===== src/rtl/bcd_display_scan_pkg.sv =====
// Shared types and 7-segment pattern constants for the BCD display scanner.
// Patterns are active-high, {g,f,e,d,c,b,a} with segment a in bit 0.
package bcd_display_scan_pkg;

  typedef logic [3:0] bcd_digit_t;
  typedef logic [6:0] seg_pat_t;

  localparam seg_pat_t SEG_0    = 7'h3F;
  localparam seg_pat_t SEG_1    = 7'h06;
  localparam seg_pat_t SEG_2    = 7'h5B;
  localparam seg_pat_t SEG_3    = 7'h4F;
  localparam seg_pat_t SEG_4    = 7'h66;
  localparam seg_pat_t SEG_5    = 7'h6D;
  localparam seg_pat_t SEG_6    = 7'h7D;
  localparam seg_pat_t SEG_7    = 7'h07;
  localparam seg_pat_t SEG_8    = 7'h7F;
  localparam seg_pat_t SEG_9    = 7'h6F;
  localparam seg_pat_t SEG_DASH = 7'h40;
  localparam seg_pat_t SEG_OFF  = 7'h00;

endpackage


===== src/rtl/bcd_display_scan_if.sv =====
// Digit-word input and display-pin bundle of the BCD display scanner.
// The slave side is the scanner; the master side feeds digits and watches the pins.
interface bcd_display_scan_if #(
  parameter int unsigned DIGITS = 4
) ();

  logic                  load;
  logic [4*DIGITS-1:0]   bcd_in;
  logic [DIGITS-1:0]     dp_in;
  logic                  blank_lz;
  logic [6:0]            seg;
  logic                  dp;
  logic [DIGITS-1:0]     dig_sel;
  logic                  frame_done;

  modport master (
    output load, bcd_in, dp_in, blank_lz,
    input  seg, dp, dig_sel, frame_done
  );

  modport slave (
    input  load, bcd_in, dp_in, blank_lz,
    output seg, dp, dig_sel, frame_done
  );

endinterface


===== src/rtl/bcd_to_seg.sv =====
// Combinational BCD to 7-segment decoder; codes 10-15 show a dash.
module bcd_to_seg
  import bcd_display_scan_pkg::*;
(
  input  bcd_digit_t code,
  output seg_pat_t   pattern
);

  always_comb begin
    pattern = SEG_DASH;
    unique case (code)
      4'd0:    pattern = SEG_0;
      4'd1:    pattern = SEG_1;
      4'd2:    pattern = SEG_2;
      4'd3:    pattern = SEG_3;
      4'd4:    pattern = SEG_4;
      4'd5:    pattern = SEG_5;
      4'd6:    pattern = SEG_6;
      4'd7:    pattern = SEG_7;
      4'd8:    pattern = SEG_8;
      4'd9:    pattern = SEG_9;
      default: pattern = SEG_DASH;
    endcase
  end

endmodule


===== src/rtl/bcd_display_scan.sv =====
// Multiplexed 7-segment scanner with double-buffered digits, dead time between
// slots and optional leading-zero blanking. All pins are registered.
module bcd_display_scan
  import bcd_display_scan_pkg::*;
#(
  parameter int unsigned DIGITS         = 4,
  parameter int unsigned PRESCALE       = 1000,
  parameter int unsigned DEAD           = 16,
  parameter bit          SEG_ACTIVE_LOW = 1'b1,
  parameter bit          DIG_ACTIVE_LOW = 1'b1
) (
  input logic              clk,
  input logic              rst,
  bcd_display_scan_if.slave bus
);

  localparam int unsigned CntW    = (PRESCALE > 1) ? $clog2(PRESCALE) : 1;
  localparam int unsigned IdxW    = $clog2(DIGITS);
  localparam logic [CntW-1:0] CntLast = CntW'(PRESCALE - 1);
  localparam logic [IdxW-1:0] IdxLast = IdxW'(DIGITS - 1);
  localparam seg_pat_t          SegInact = {7{SEG_ACTIVE_LOW}};
  localparam logic [DIGITS-1:0] DigInact = {DIGITS{DIG_ACTIVE_LOW}};

  logic [DIGITS-1:0][3:0] pend_bcd_q, act_bcd_q;
  logic [DIGITS-1:0]      pend_dp_q, act_dp_q;
  logic                   pend_valid_q;
  logic [CntW-1:0]        cnt_q;
  logic [IdxW-1:0]        idx_q;

  seg_pat_t               seg_q, seg_d;
  logic                   dp_q, dp_d;
  logic [DIGITS-1:0]      dig_q, dig_d;
  logic                   frame_done_q;

  logic                   slot_end, frame_end, drive_en, blank;
  logic [DIGITS:0]        zero_run;
  logic [DIGITS-1:0]      onehot;
  bcd_digit_t             cur_code;
  seg_pat_t               cur_pat;

  bcd_to_seg u_dec (
    .code    (cur_code),
    .pattern (cur_pat)
  );

  always_comb begin
    slot_end  = (cnt_q == CntLast);
    frame_end = slot_end && (idx_q == IdxLast);
    drive_en  = int'(cnt_q) >= int'(DEAD);
    cur_code  = act_bcd_q[idx_q];
    onehot    = DIGITS'(1) << idx_q;

    // zero_run[i]: active digits i..DIGITS-1 are all zero
    zero_run[DIGITS] = 1'b1;
    for (int i = DIGITS - 1; i >= 0; i--) begin
      zero_run[i] = zero_run[i+1] & (act_bcd_q[i] == 4'd0);
    end
    blank = bus.blank_lz && (idx_q != '0) && zero_run[idx_q];

    seg_d = SegInact;
    dp_d  = SEG_ACTIVE_LOW;
    dig_d = DigInact;
    if (drive_en) begin
      seg_d = (blank ? SEG_OFF : cur_pat) ^ {7{SEG_ACTIVE_LOW}};
      dp_d  = act_dp_q[idx_q] ^ SEG_ACTIVE_LOW;
      dig_d = onehot ^ {DIGITS{DIG_ACTIVE_LOW}};
    end
  end

  always_ff @(posedge clk) begin
    if (rst) begin
      pend_bcd_q   <= '0;
      pend_dp_q    <= '0;
      act_bcd_q    <= '0;
      act_dp_q     <= '0;
      pend_valid_q <= 1'b0;
      cnt_q        <= '0;
      idx_q        <= '0;
      seg_q        <= SegInact;
      dp_q         <= SEG_ACTIVE_LOW;
      dig_q        <= DigInact;
      frame_done_q <= 1'b0;
    end else begin
      cnt_q <= slot_end ? '0 : cnt_q + CntW'(1);
      if (slot_end) begin
        idx_q <= (idx_q == IdxLast) ? '0 : idx_q + IdxW'(1);
      end

      if (frame_end && pend_valid_q) begin
        act_bcd_q <= pend_bcd_q;
        act_dp_q  <= pend_dp_q;
      end

      // A load on the boundary edge stays pending for the next frame
      if (bus.load) begin
        pend_bcd_q   <= bus.bcd_in;
        pend_dp_q    <= bus.dp_in;
        pend_valid_q <= 1'b1;
      end else if (frame_end) begin
        pend_valid_q <= 1'b0;
      end

      seg_q        <= seg_d;
      dp_q         <= dp_d;
      dig_q        <= dig_d;
      frame_done_q <= frame_end;
    end
  end

  assign bus.seg        = seg_q;
  assign bus.dp         = dp_q;
  assign bus.dig_sel    = dig_q;
  assign bus.frame_done = frame_done_q;

endmodule

===== src/flat_wrapper.sv =====
// flat-port wrapper written by rule: the top's interface ports become plain ports
module bcd_display_scan_flat import bcd_display_scan_pkg::*;
#(
  parameter int unsigned DIGITS         = 4,
  parameter int unsigned PRESCALE       = 1000,
  parameter int unsigned DEAD           = 16,
  parameter bit          SEG_ACTIVE_LOW = 1'b1,
  parameter bit          DIG_ACTIVE_LOW = 1'b1
)
  (clk, rst, bus_load, bus_bcd_in, bus_dp_in, bus_blank_lz, bus_seg, bus_dp, bus_dig_sel, bus_frame_done);
  bcd_display_scan_if #(.DIGITS(DIGITS)) bus_i ();
  input logic clk;
  input logic rst;
  input wire logic [$bits(bus_i.load)-1:0] bus_load;
  input wire logic [$bits(bus_i.bcd_in)-1:0] bus_bcd_in;
  input wire logic [$bits(bus_i.dp_in)-1:0] bus_dp_in;
  input wire logic [$bits(bus_i.blank_lz)-1:0] bus_blank_lz;
  output wire logic [$bits(bus_i.seg)-1:0] bus_seg;
  output wire logic [$bits(bus_i.dp)-1:0] bus_dp;
  output wire logic [$bits(bus_i.dig_sel)-1:0] bus_dig_sel;
  output wire logic [$bits(bus_i.frame_done)-1:0] bus_frame_done;
  assign bus_i.load = bus_load;
  assign bus_i.bcd_in = bus_bcd_in;
  assign bus_i.dp_in = bus_dp_in;
  assign bus_i.blank_lz = bus_blank_lz;
  assign bus_seg = bus_i.seg;
  assign bus_dp = bus_i.dp;
  assign bus_dig_sel = bus_i.dig_sel;
  assign bus_frame_done = bus_i.frame_done;
  bcd_display_scan #(.DIGITS(DIGITS), .PRESCALE(PRESCALE), .DEAD(DEAD), .SEG_ACTIVE_LOW(SEG_ACTIVE_LOW), .DIG_ACTIVE_LOW(DIG_ACTIVE_LOW)) u_core (.clk(clk), .rst(rst), .bus(bus_i));
endmodule

===== config.mk =====
export PLATFORM = sky130hd
export DESIGN_NAME = bcd_display_scan_flat
export DESIGN_NICKNAME = d
export VERILOG_FILES = /design/src/rtl/bcd_display_scan_pkg.sv /design/src/rtl/bcd_display_scan_if.sv /design/src/rtl/bcd_to_seg.sv /design/src/rtl/bcd_display_scan.sv /design/src/flat_wrapper.sv
export SDC_FILE = /design/constraint.sdc
export NUM_CORES = 1
export LEC_CHECK = 0
export CAP_MARGIN = 25
export CORE_MARGIN = 10
export CORE_UTILIZATION = 50
export CTS_CLUSTER_DIAMETER = 30
export DETAILED_ROUTE_END_ITERATION = 16
export PLACE_DENSITY = 0.74
export SLEW_MARGIN = 20
export SYNTH_ARGS = -nofsm -noshare
export SYNTH_HDL_FRONTEND = slang
export SYNTH_SLANG_ARGS = --single-unit

===== constraint.sdc =====
create_clock -name clk -period 2.3 [get_ports clk]
set_input_delay 0.46 -clock clk [delete_from_list [all_inputs] [get_ports clk]]
set_output_delay 0.46 -clock clk [all_outputs]
set_load 0.01 [all_outputs]

After elaboration in Yosys (flattened, before gate mapping)
Memories as Yosys holds them, arrays and structs flattened.
Index checks and enable logic that the tools add are counted.
Word-level totals
  bits in registers: 66
  memory bits (read-only): 112
  input bits: 24
  logic and storage cells: 55
  memories kept: 1
Cells by class
  add/subtract/negate cells: 2
  $lt $le $gt $ge: 3
  equal/unequal tests: 2
  shifts and indexed selects: 1
  multiplexer cells: 10
  bitwise gates (word level): 7
  reduce and logical (&&, ||, !) cells: 12
Memories
  (no name shown): depth 16, width 7, rd ports 1, clocked after Yosys merged registers in 0, write ports 0, line bcd_to_seg.sv:11  | unique case (code)
Operators with widths (count)
  4-bit logical NOT: 4
  10-bit by 1-bit adder with 10-bit output (second input constant): 1
  10-bit == test (second input constant): 1
  10-bit by 5-bit greater-or-equal comparator with 1-bit output (second input constant): 1
  4-bit binary-select mux with 2-bit select: 1
  7-bit two-way mux: 1
  7-bit inverter: 1
  1-bit binary-select mux with 2-bit select: 2
  1-bit logical AND: 4
  2-bit by 4-bit less-than comparator with 1-bit output (second input constant): 1
  1-bit two-way mux: 4
  4-bit two-way mux: 1
  4-bit inverter: 1
  2-bit nonzero test: 2
  2-bit OR reduction: 2
  1-bit by 2-bit << shifter with 4-bit output (first input constant): 1
  1-bit AND: 3
  2-bit by 3-bit less-than comparator with 1-bit output (second input constant): 1
  2-bit by 1-bit adder with 2-bit output (second input constant): 1
  2-bit == test (second input constant): 1
  2-bit two-way mux: 1
  1-bit inverter: 2

Logic depth before layout (Yosys ltp)
Gate-level depths: netlist (run 1).
  depth in word-level cells: 9
  gate-level depth with buffers: 7
  gate-level depth less buffers: 6

Hierarchy
A second synthesis (run 1) with hierarchy kept.
Unflattened totals
  cells, all modules: 299
  area, all modules: 2797.7 um^2
By module, submodules not included
  bcd_display_scan: instances 1, cells each 270, area each 2565.0 um^2
  bcd_to_seg: instances 1, cells each 29, area each 232.7 um^2

Worst setup path before layout (run 1)
Ideal clock, no wire load.
  kind: register to register
  start: reg u_core.idx_q[0]
  end: reg u_core.seg_q[2], in the netlist u_core.bus.seg[2]
  data arrival time: 1.724 ns
  slack: 0.514 ns
  cell stages (with the launch flop): 8
  path buffers: 1
  cells stage by stage: dfxtp_1 > buf_6 > mux4_2 > inv_1 > ha_1 > inv_1 > or3_1 > nand3_1
On the way
  word-level cells in the longest chain between the ends: 5
  elaborated cells on any way between the ends: 10
  those cells by class: mux (5); bitwise (1); reduce/logical (3); memory (1)
RTL lines
  start, declared: line bcd_display_scan.sv:28  | logic [IdxW-1:0] idx_q;
  start signal, assigned: line bcd_display_scan.sv:86  | idx_q <= (idx_q == IdxLast) ? '0 : idx_q + IdxW'(1);
  4-bit binary-select mux with 2-bit select, or another cell as far along: line bcd_display_scan.sv:50  | cur_code = act_bcd_q[idx_q];
  4-bit two-way mux (not written as such), or another cell as far along: line bcd_display_scan.sv:50
  memory 16 x 7 bit / 1-bit logical AND (equally long branches)
  7-bit two-way mux *: line bcd_display_scan.sv:64  | seg_d = (blank ? SEG_OFF : cur_pat) ^ {7{SEG_ACTIVE_LOW}};
  7-bit inverter (no line) *
  end signal, assigned: line bcd_display_scan.sv:79  | seg_q <= SegInact;
  end signal, assigned: line bcd_display_scan.sv:103  | seg_q <= seg_d;
  end, declared: line bcd_display_scan.sv:30  | seg_pat_t seg_q, seg_d;
Mark *: on every way between the ends. The rest lies on a longest branch, timed or not. The select of a mux whose other input is x is not followed.
A chain may end at the register's enable or synchronous reset.

Worst setup path after layout (run 1)
Same ends and word-level chain as after synthesis.

==> results of run 1 <==
[state kept, by name, summed over array words and instances (netlist names)]
signal                 count
u_core.act_bcd_q          16
u_core.pend_bcd_q         16
u_core.cnt_q              10
u_core.bus.seg             7
u_core.act_dp_q            4
u_core.bus.dig_sel         4
u_core.pend_dp_q           4
u_core.idx_q               2
u_core.bus.dp              1
u_core.bus.frame_done      1
u_core.pend_valid_q        1
[layout by cell type, fill, tap and decap left out, types with 2 or more instances in the layout]
| cell type | n |
|---|---|
| nand3_1 | 11 |
| nand2_1 | 11 |
| buf_4 | 3 |
| clkdlybuf4s50_1 | 36 |
| and4_1 | 2 |
| nor4_1 | 5 |
| inv_1 | 10 |
| o21ai_1 | 4 |
| dfxtp_1 | 66 |
| nor2_1 | 55 |
| ha_1 | 11 |
| xor2_1 | 5 |
| mux2i_1 | 41 |
| clkbuf_8 | 13 |
| clkbuf_1 | 2 |
| mux4_2 | 4 |
| xnor2_1 | 3 |
| nand4_1 | 3 |
| or3_1 | 2 |
| a21oi_1 | 5 |
[area by class of cell]
| type | instances | area (um^2) |
|---|---|---|
| Multi-Input combinational cell | 174 | 1250 |
| Tap cell | 70 | 87.6 |
| Clock inverter | 1 | 30.0 |
| Timing Repair Buffer | 39 | 383 |
| Inverter | 11 | 41.3 |
| Sequential cell | 66 | 1320 |
| Fill cell | 428 | 1880 |
| Clock buffer | 15 | 186 |
[cells by family (layout without fill, tap and decap cells)]
family / after synthesis / in the layout
simple gates: 96 / 96
flops: 66 / 66
mux: 46 / 46
buf+inv: 25 / 66
compound gates: 13 / 13
fa+ha+maj: 11 / 11
xor+xnor: 8 / 8
[metal layers]
layer  track usage  vias to the layer above
met5             0                        -
met1         0.141                      853
met2         0.168                       50
met4        0.0540                        0
li1              -                      969
met3        0.0512                        5
[where the power goes]
| part | internal [mW] | switching [mW] | leakage [nW] |
|---|---|---|---|
| combinational | 0.0636 | 0.0455 | 0.810 |
| clock | 0.621 | 0.399 | 0.110 |
| sequential | 1.17 | 0.0168 | 0.537 |
| total | 1.85 | 0.461 | 1.46 |
[how the worst max path moves through the flow]
| stage | from | to | slack [ps] | depth (start not counted) |
|---|---|---|---|---|
| CTS | u_core.idx_q[0] | u_core.bus.seg[2] | 240 | 6 |
| finish | u_core.idx_q[0] | u_core.bus.seg[2] | 270 | 6 |
| detailed placement | u_core.idx_q[0] | u_core.bus.seg[2] | 250 | 6 |
| global placement | u_core.idx_q[0] | u_core.bus.seg[2] | 330 | 6 |
| floorplan | u_core.idx_q[0] | u_core.bus.seg[2] | 510 | 7 |
| global route | u_core.idx_q[0] | u_core.bus.seg[2] | 140 | 6 |
[stage by stage]
step / setup slack [ps] / hold slack, ps / power [mW] / instances
finish: 266 / 474 / 2.32 / 376
global route: 140 / 506 / 2.43 / 376
CTS: 241 / 481 / 2.35 / 376
detailed placement: 252 / 465 / 1.32 / 360
global placement: 327 / 455 / 1.32 / 360
floorplan: 514 / 438 / 1.27 / 265
==> impl_results.md, run 1 <==
- Status: complete, no violations
- Htree depth: 3
- CTS tree: built
- 1st-pass router iterations: 4
- # setup viols final: 0
- Crit path cell chain: mux4_2 > inv_1 > ha_1 > inv_1 > or3_1 > nand3_1
- Post-synthesis xor/xnor area fraction: 0.0261
- Number of global-route vias before repair: 1815
- Max Slew Vio Count: 0
- Yosys top cell by area: dfxtp_1
- Worst-path clk slew: about 60 ps
- Hold_sp: u_core.cnt_q[0]
- Die X: roughly 93 um
- RSZ-0062 raised after global routing: no
- Setup Buffers After CTS: 0
- Worst path max stage delay: slightly above 600 ps
- # hold bufs at CTS: 0
- Max Cap Viol: 0
- Synth top area share: 0.492
- Gr usage total: 0.115
- FMAX: 492 MHz
- Largest net degree at the start of global routing: 41
- Hold crit path type: reg -> reg
- Final Cell Area: 3300 um^2
- Final min period: just over 2000 ps
- Syn_nets: 300
- DP Wirelength: roughly 3.5 mm
- Max Fanout on Critical Path: 10
- Top Ports: 37
- Worst r2r path cells: 6
- Initial antenna violation count: 0
- Post-Syn Area per Cell: roughly 10 um^2
- Worst Path Required: approximately 2600 ps
- Met1 WL: around 2.4 mm
- Ys flop type: dfxtp_1
- Final period util: 0.884
- Clock Latency Late Sink: about 330 ps
- Post-synth ARST share: 0
- Post-synth top cells: 66 x dfxtp_1, 55 x nor2_1, 41 x mux2i_1
- Register-to-register setup slack: roughly 270 ps
- Synth cell types: 34
- CORE AREA: roughly 5200 um^2
- RD Place Congestion: between 0.8 and 0.9
- Synthesis-to-layout area growth: 22.8%
- Port bufs: 36
- Ant diodes: 0
- Synth Area in Adders: 0.0513
- CP max stage cell: mux4_2
- Complex-gate fraction of the synthesized area: 0.0280
- Tightest Pin Transition: between 500 and 600 ps
- Routed WL: ~4.8 mm
- Initial Utilization: 0.519
- Pwr per Cell Area: 702 nW/um^2
- Synth area leaders: dfxtp_1 49%, mux2i_1 15%, nor2_1 7.7%, ha_1 5.1%, mux4_2 3.4%
- Detail Route met2 WL: between 2 and 2.5 mm
- CP arrival: between 2000 and 2500 ps
- Routed vias/inst: about 5.0
- Die H: slightly above 90 um
- Nets: between 300 and 400
- Largest family of logic cells by synthesized area: multiplexers
- Relative slew slack: 0.666
- Number of buffers created by CTS: 9
- Overflow after GRT: 0
- VDD IR max: roughly 0.47 mV
- Post-synthesis register bit count: 66
- Hold path endpoint: u_core.cnt_q[0]
- CP endpoint kind: register
- YS warnings: 0
- Root buf cell: clkbuf_8
- Mux share of post-synthesis cell area: 0.196
- # DRC: 0
- Top delay family on crit path: multiplexers
- Global-route wire length before repair: between 8 and 9 mm
- Buf/Inv on CP: 2
- Syn Inst Count: 265
- Final setup TNS: 0 ps
- Worst-case clock buffer depth: 2
- DP Area: roughly 3100 um^2
- Crit-path most repeated cell: inv_1
- DR top layer: met4
- Die area: just under 9000 um^2
- EDFF count, synth: 0
- WL met3: about 350 um
- Final Hold Viols: 0
- Reg2reg end: u_core.bus.seg[2]
- Hold Crit Depth: 1
- Leakage power of the design: 1.46 nW
- DRT iter0 DRCs: 92
- Site row count: 26
- Synthesized area: 2680 um^2
- Finished Core Util: 0.637
- DRT antenna net count: 0
- Fin Clk Skew: about 6.9 ps
- CP Class: reg -> reg
- Clock sink count: 66
- Startpoint Class: register
- Worst R2R Start: u_core.idx_q[0]
- Most frequent cell after synthesis: dfxtp_1
- Fraction of layout cells with a size suffix above 1: 0.0752
- Post-CTS sizing: 0
- Seq/Total Area, Yosys: 0.492
- Post-DR wirelength/cell: about 13 um
- Simple logic cell fraction of the synthesized area: 0.163
- Total number of vias: 1877
Note: power is estimated with default switching activity, not from simulation.
==> inputs of run 2 (changes only) <==
--- a/config.mk
+++ b/config.mk
@@ -11,6 +11,7 @@
 export CTS_CLUSTER_DIAMETER = 30
 export DETAILED_ROUTE_END_ITERATION = 16
 export PLACE_DENSITY = 0.74
+export SKIP_CTS_REPAIR_TIMING = 1
 export SLEW_MARGIN = 20
 export SYNTH_ARGS = -nofsm -noshare
 export SYNTH_HDL_FRONTEND = slang
==> constraint.sdc (replaced) <==
create_clock -name clk -period 2.55 [get_ports clk]
set_input_delay 0.51 -clock clk [delete_from_list [all_inputs] [get_ports clk]]
set_output_delay 0.51 -clock clk [all_outputs]
set_load 0.01 [all_outputs]
==> impl_results.md, run 2 (synthesis results as in run 1) <==
- Status: complete, no violations
- Max Fanout on Critical Path: 10 (unchanged)
- Clock Latency Late Sink: 340 ps (about the same)
- # DRC: 0 (unchanged)
- Synthesis-to-layout area growth: 23.1%
- Global-route wire length before repair: 8.28 mm (+2.0%)
- Fin Clk Skew: 3.67 ps (-3.20 ps)
- Most common cell after layout, fill and taps aside: dfxtp_1
- Register-to-register setup slack: 520 ps (+250 ps)
- Fin cells: 377 (+0.27%)
- Clock sink count: 66 (unchanged)
- Fraction of layout cells with a size suffix above 1: 0.0782 (+0.00301)
- CP max stage cell: mux4_2
- CTS tree: built
- Final Hold Viols: 0 (unchanged)
- Final min period: 2030 ps (+0.0260 ps)
- RSZ-0062 raised after global routing: no
- Final period util: 0.798 (-0.0867)
- Final setup TNS: 0 ps (unchanged)
- Routed WL: 4.90 mm (+1.9%)
- Worst-path clk slew: 70 ps (about the same)
- Number of global-route vias before repair: 1712 (-5.7%)
- DRT antenna net count: 0 (unchanged)
- Worst Path Required: 2830 ps (+260 ps)
- Die X: 93.3 um (unchanged)
- Ant diodes: 0 (unchanged)
- DP Wirelength: 3.40 mm (-2.2%)
- Port bufs: 36 (unchanged)
- CP arrival: 2310 ps (about the same)
- Max Cap Viol: 0 (unchanged)
- Inst Count DP: 361 (+0.28%)
- Gr usage total: 0.119 (+0.00402)
- Buf/Inv on CP: 2 (unchanged)
- Worst path max stage delay: 610 ps (about the same)
- VDD IR max: 0.361 mV (-23%)
- Nets: 337 (+0.30%)
- Root buf cell: clkbuf_8
- 1st-pass router iterations: 4 (unchanged)
- Overflow after GRT: 0 (unchanged)
- Top Ports: 37 (unchanged)
- Largest net degree at the start of global routing: 42 (+2.4%)
- CP Class: reg -> reg
- Site row count: 26 (unchanged)
- Final hold slack: 476 ps (+1.76 ps)
- Die H: 93.3 um (unchanged)
- Total number of vias: 1894 (+0.91%)
- Die area: 8700 um^2 (unchanged)
- Top delay family on crit path: multiplexers
- Tightest Pin Transition: 449 ps (-51.8 ps)
- Crit-path most repeated cell: inv_1
- # setup viols final: 0 (unchanged)
- Post-DR wirelength/cell: 13.0 um (+1.7%)
- Finished Core Util: 0.639 (+0.00145)
- FMAX: 492 MHz (about the same)
- DRT iter0 DRCs: 67 (-27%)
- Htree depth: 3 (unchanged)
- Pwr per Cell Area: 635 nW/um^2 (-9.5%)
- CP endpoint kind: register
- Crit path cell chain: mux4_2 > inv_1 > ha_1 > inv_1 > or3_1 > nand3_1
- Initial antenna violation count: 0 (unchanged)
- Number of buffers created by CTS: 9 (unchanged)
- Max Slew Vio Count: 0 (unchanged)
- Initial Utilization: 0.519 (unchanged)
- Routed vias/inst: 5.02 (+0.64%)
- Leakage power of the design: 1.46 nW (+0.37%)
- Most frequent cells in the layout: 66 x dfxtp_1, 55 x nor2_1, 41 x mux2i_1
- RD Place Congestion: 0.838 (+0.29%)
- Relative slew slack: 0.701 (+0.0341)
- CORE AREA: 5170 um^2 (unchanged)
- Startpoint Class: register
- Worst-case clock buffer depth: 2 (unchanged)
- Hold crit path type: reg -> reg
- Largest registers: u_core.act_bcd_q (16), u_core.pend_bcd_q (16), u_core.cnt_q (10)
[run 2: changes by cell type in the layout (fill, tap and decap cells not counted), sizes merged]
cell  delta
buf      +1
[run 2: final timing paths]
path | start | endpoint | cells past startpoint
worst max-delay path | u_core.idx_q[0] | u_core.bus.seg[2] | 6
worst min-delay path | u_core.cnt_q[0] | u_core.cnt_q[0] | 1
worst max register to register | u_core.idx_q[0] | u_core.bus.seg[2] | 6
worst min register to register | u_core.cnt_q[0] | u_core.cnt_q[0] | 1
[run 2: power breakdown]
part	switching [mW]	internal (mW)
combinational	0.0405	0.0573
sequential	0.0155	1.05
clock	0.372	0.560
[run 2: layer usage]
layer	vias to the layer above	track usage	part of all wire
met2	43	0.164	0.42
met5	-	0	0
met3	11	0.0464	0.061
li1	979	-	-
met1	861	0.155	0.50
met4	0	0.0643	0.018
[run 2: final cells by class]
class,count,area (um^2)
clock inverter,1,30.0
sequential,66,1320
clock buffer,15,186
fill,429,1870
inverter,11,41.3
multi-input combinational,174,1250
timing repair buffer,40,390
tap,70,87.6
[run 2: stage by stage]
step                total power, mW  worst slack [ps]  area, um^2
floorplan                      1.14               764        2680
global placement               1.19               589        3090
detailed placement             1.19               524        3090
CTS                            2.12               518        3300
global route                   2.19               361        3300
finish                         2.10               516        3300
==> inputs of run 3 (changes only) <==
--- a/config.mk
+++ b/config.mk
@@ -7,7 +7,7 @@
 export LEC_CHECK = 0
 export CAP_MARGIN = 25
 export CORE_MARGIN = 10
-export CORE_UTILIZATION = 50
+export CORE_UTILIZATION = 48
 export CTS_CLUSTER_DIAMETER = 30
 export DETAILED_ROUTE_END_ITERATION = 16
 export PLACE_DENSITY = 0.74
==> constraint.sdc (replaced) <==
create_clock -name clk -period 1.8 [get_ports clk]
set_input_delay 0.36 -clock clk [delete_from_list [all_inputs] [get_ports clk]]
set_output_delay 0.36 -clock clk [all_outputs]
set_load 0.01 [all_outputs]
==> impl_results.md, run 3 (synthesis results as in run 1) <==
- Relative slew slack: 0.706 (+0.00500)
- Slack of the critical path: 112 ps (-404 ps)
- # DRC: 0 (unchanged)
- Final hold slack: 477 ps (+0.707 ps)
- Hold crit path type: reg -> reg
- Ant diodes: 0 (unchanged)
- Hold_sp: u_core.cnt_q[0]
- Worst-path clk slew: 60 ps (about the same)
- Final min period: 1690 ps (-346 ps)
- Pwr per Cell Area: 854 nW/um^2 (+34%)
- Initial Utilization: 0.490 (-0.0285)
- Die X: 94.8 um (+1.6%)
- # setup viols final: 0 (unchanged)
- Hold Crit Depth: 1 (unchanged)
- Status: complete, no violations
- Dpl ws: 4.76 ps (-519 ps)
- Clock sink count: 66 (unchanged)
- Finished Core Util: 0.612 (-0.0271)
- DRT antenna net count: 0 (unchanged)
- CTS tree: built
- Startpoint Class: register
- DP Wirelength: 3.48 mm (+2.3%)
- Worst r2r path cells: 6 (unchanged)
- Worst Path Required: 2080 ps (-750 ps)
- Fin Clk Skew: 6.43 ps (+2.76 ps)
- Largest net degree at the start of global routing: 46 (+9.5%)
- Port bufs: 36 (unchanged)
- Die area: 8980 um^2 (+3.3%)
- Number of buffers created by CTS: 9 (unchanged)
- Clock Latency Late Sink: 330 ps (about the same)
- Inst Count DP: 368 (+1.9%)
- Met1 WL: 2.41 mm (-1.9%)
- Initial antenna violation count: 0 (unchanged)
- Site row count: 27 (+3.8%)
- Tightest Pin Transition: 442 ps (-6.89 ps)
- Reg2reg end: u_core.bus.seg[2]
- CORE AREA: 5470 um^2 (+5.8%)
- Most common cell after layout, fill and taps aside: dfxtp_1
- Register-to-register setup slack: 110 ps (-400 ps)
- Htree depth: 3 (unchanged)
- Global-route wire length before repair: 8.20 mm (-1.0%)
- Nets: 342 (+1.5%)
- DRT iter0 DRCs: 62 (-7.5%)
- Routed WL: 4.89 mm (-0.37%)
- VDD IR max: 0.509 mV (+41%)
- Gr usage total: 0.114 (-0.00489)
- Most frequent cells in the layout: 65 x dfxtp_1, 55 x nor2_1, 41 x mux2i_1
- Worst-case clock buffer depth: 2 (unchanged)
- Max Fanout on Critical Path: 5 (-5)
- Final Total Pwr: 2.86 mW (+36%)
- Final Hold Viols: 0 (unchanged)
- 1st-pass router iterations: 5 (+1)
- DR top layer: met4
- Fillers: 492 (+15%)
- Final period util: 0.938 (+0.140)
- Largest registers: u_core.act_bcd_q (16), u_core.pend_bcd_q (16), u_core.cnt_q (10)
- FMAX: 593 MHz (+21%)
- Worst R2R Start: u_core.idx_q[0]
- Root buf cell: clkbuf_8
- Leakage power of the design: 1.49 nW (+2.0%)
- Fraction of layout cells with a size suffix above 1: 0.0968 (+0.0186)
- CP endpoint kind: register
- Number of global-route vias before repair: 1812 (+5.8%)
- Hold path endpoint: u_core.cnt_q[0]
- Overflow after GRT: 0 (unchanged)
- RSZ-0062 raised after global routing: no
- Max Cap Viol: 0 (unchanged)
- CP Class: reg -> reg
- RD Place Congestion: 0.819 (-2.2%)
- Detail Route met2 WL: 2.10 mm (+1.9%)
- Fin cells: 382 (+1.3%)
- Top Ports: 37 (unchanged)
- CP arrival: 1960 ps (-350 ps)
- Synthesis-to-layout area growth: 24.8%
- Die H: 94.8 um (+1.6%)
- Max Slew Vio Count: 0 (unchanged)
- Routed vias/inst: 4.92 (-2.0%)
- WL met3: 313 um (+5.4%)
- Total number of vias: 1880 (-0.74%)
- Post-DR wirelength/cell: 12.8 um (-1.7%)
## run 3: worst max path at each step
stage	startpoint	end	slack (ps)	cells after the start
after global placement	u_core.idx_q[0]	u_core.bus.seg[2]	50	6
after detailed placement	u_core.idx_q[0]	u_core.bus.seg[2]	5	6
after global routing	u_core.idx_q[0]	u_core.act_bcd_q[7]	20	7
after floorplan	u_core.idx_q[0]	u_core.bus.seg[2]	10	7
after CTS	u_core.idx_q[0]	u_core.bus.seg[2]	-4	6
final	u_core.idx_q[0]	u_core.bus.seg[2]	110	6
## run 3: stage by stage
stage	TNS, ps	area [um^2]
after floorplan	0	2680
final	0	3350
after global placement	0	3150
after detailed placement	0	3150
after CTS	-4.38	3340
after global routing	0	3350
## run 3: area by class of cell
class                           instances  area (um^2)  share of cell area
Sequential cell                        66         1330               0.396
Clock inverter                          3         40.0              0.0120
Timing Repair Buffer                   45          453               0.135
Multi-Input combinational cell        174         1250               0.373
Inverter                               11         41.3              0.0123
Tap cell                               72         90.1              0.0269
Clock buffer                           11          151              0.0452
## run 3: worst max-delay path, stage by stage (launching register included)
cell and delay [ps]:
dfxtp_4 380, mux4_2 540, inv_1 100, ha_1 140, inv_1 40, or3_1 360
nand3_1 80
## run 3: power by group
part	switching (mW)	internal (mW)	leakage [nW]	total (mW)
clock	0.509	0.695	0.101	1.20
combinational	0.0594	0.0843	0.852	0.144
sequential	0.0212	1.49	0.538	1.51
## run 3: per-layer routing
layer	GRT usage	vias up
li1	-	978
met1	0.139	854
met2	0.171	40
met3	0.0500	8
met4	0.0486	0
met5	0	-
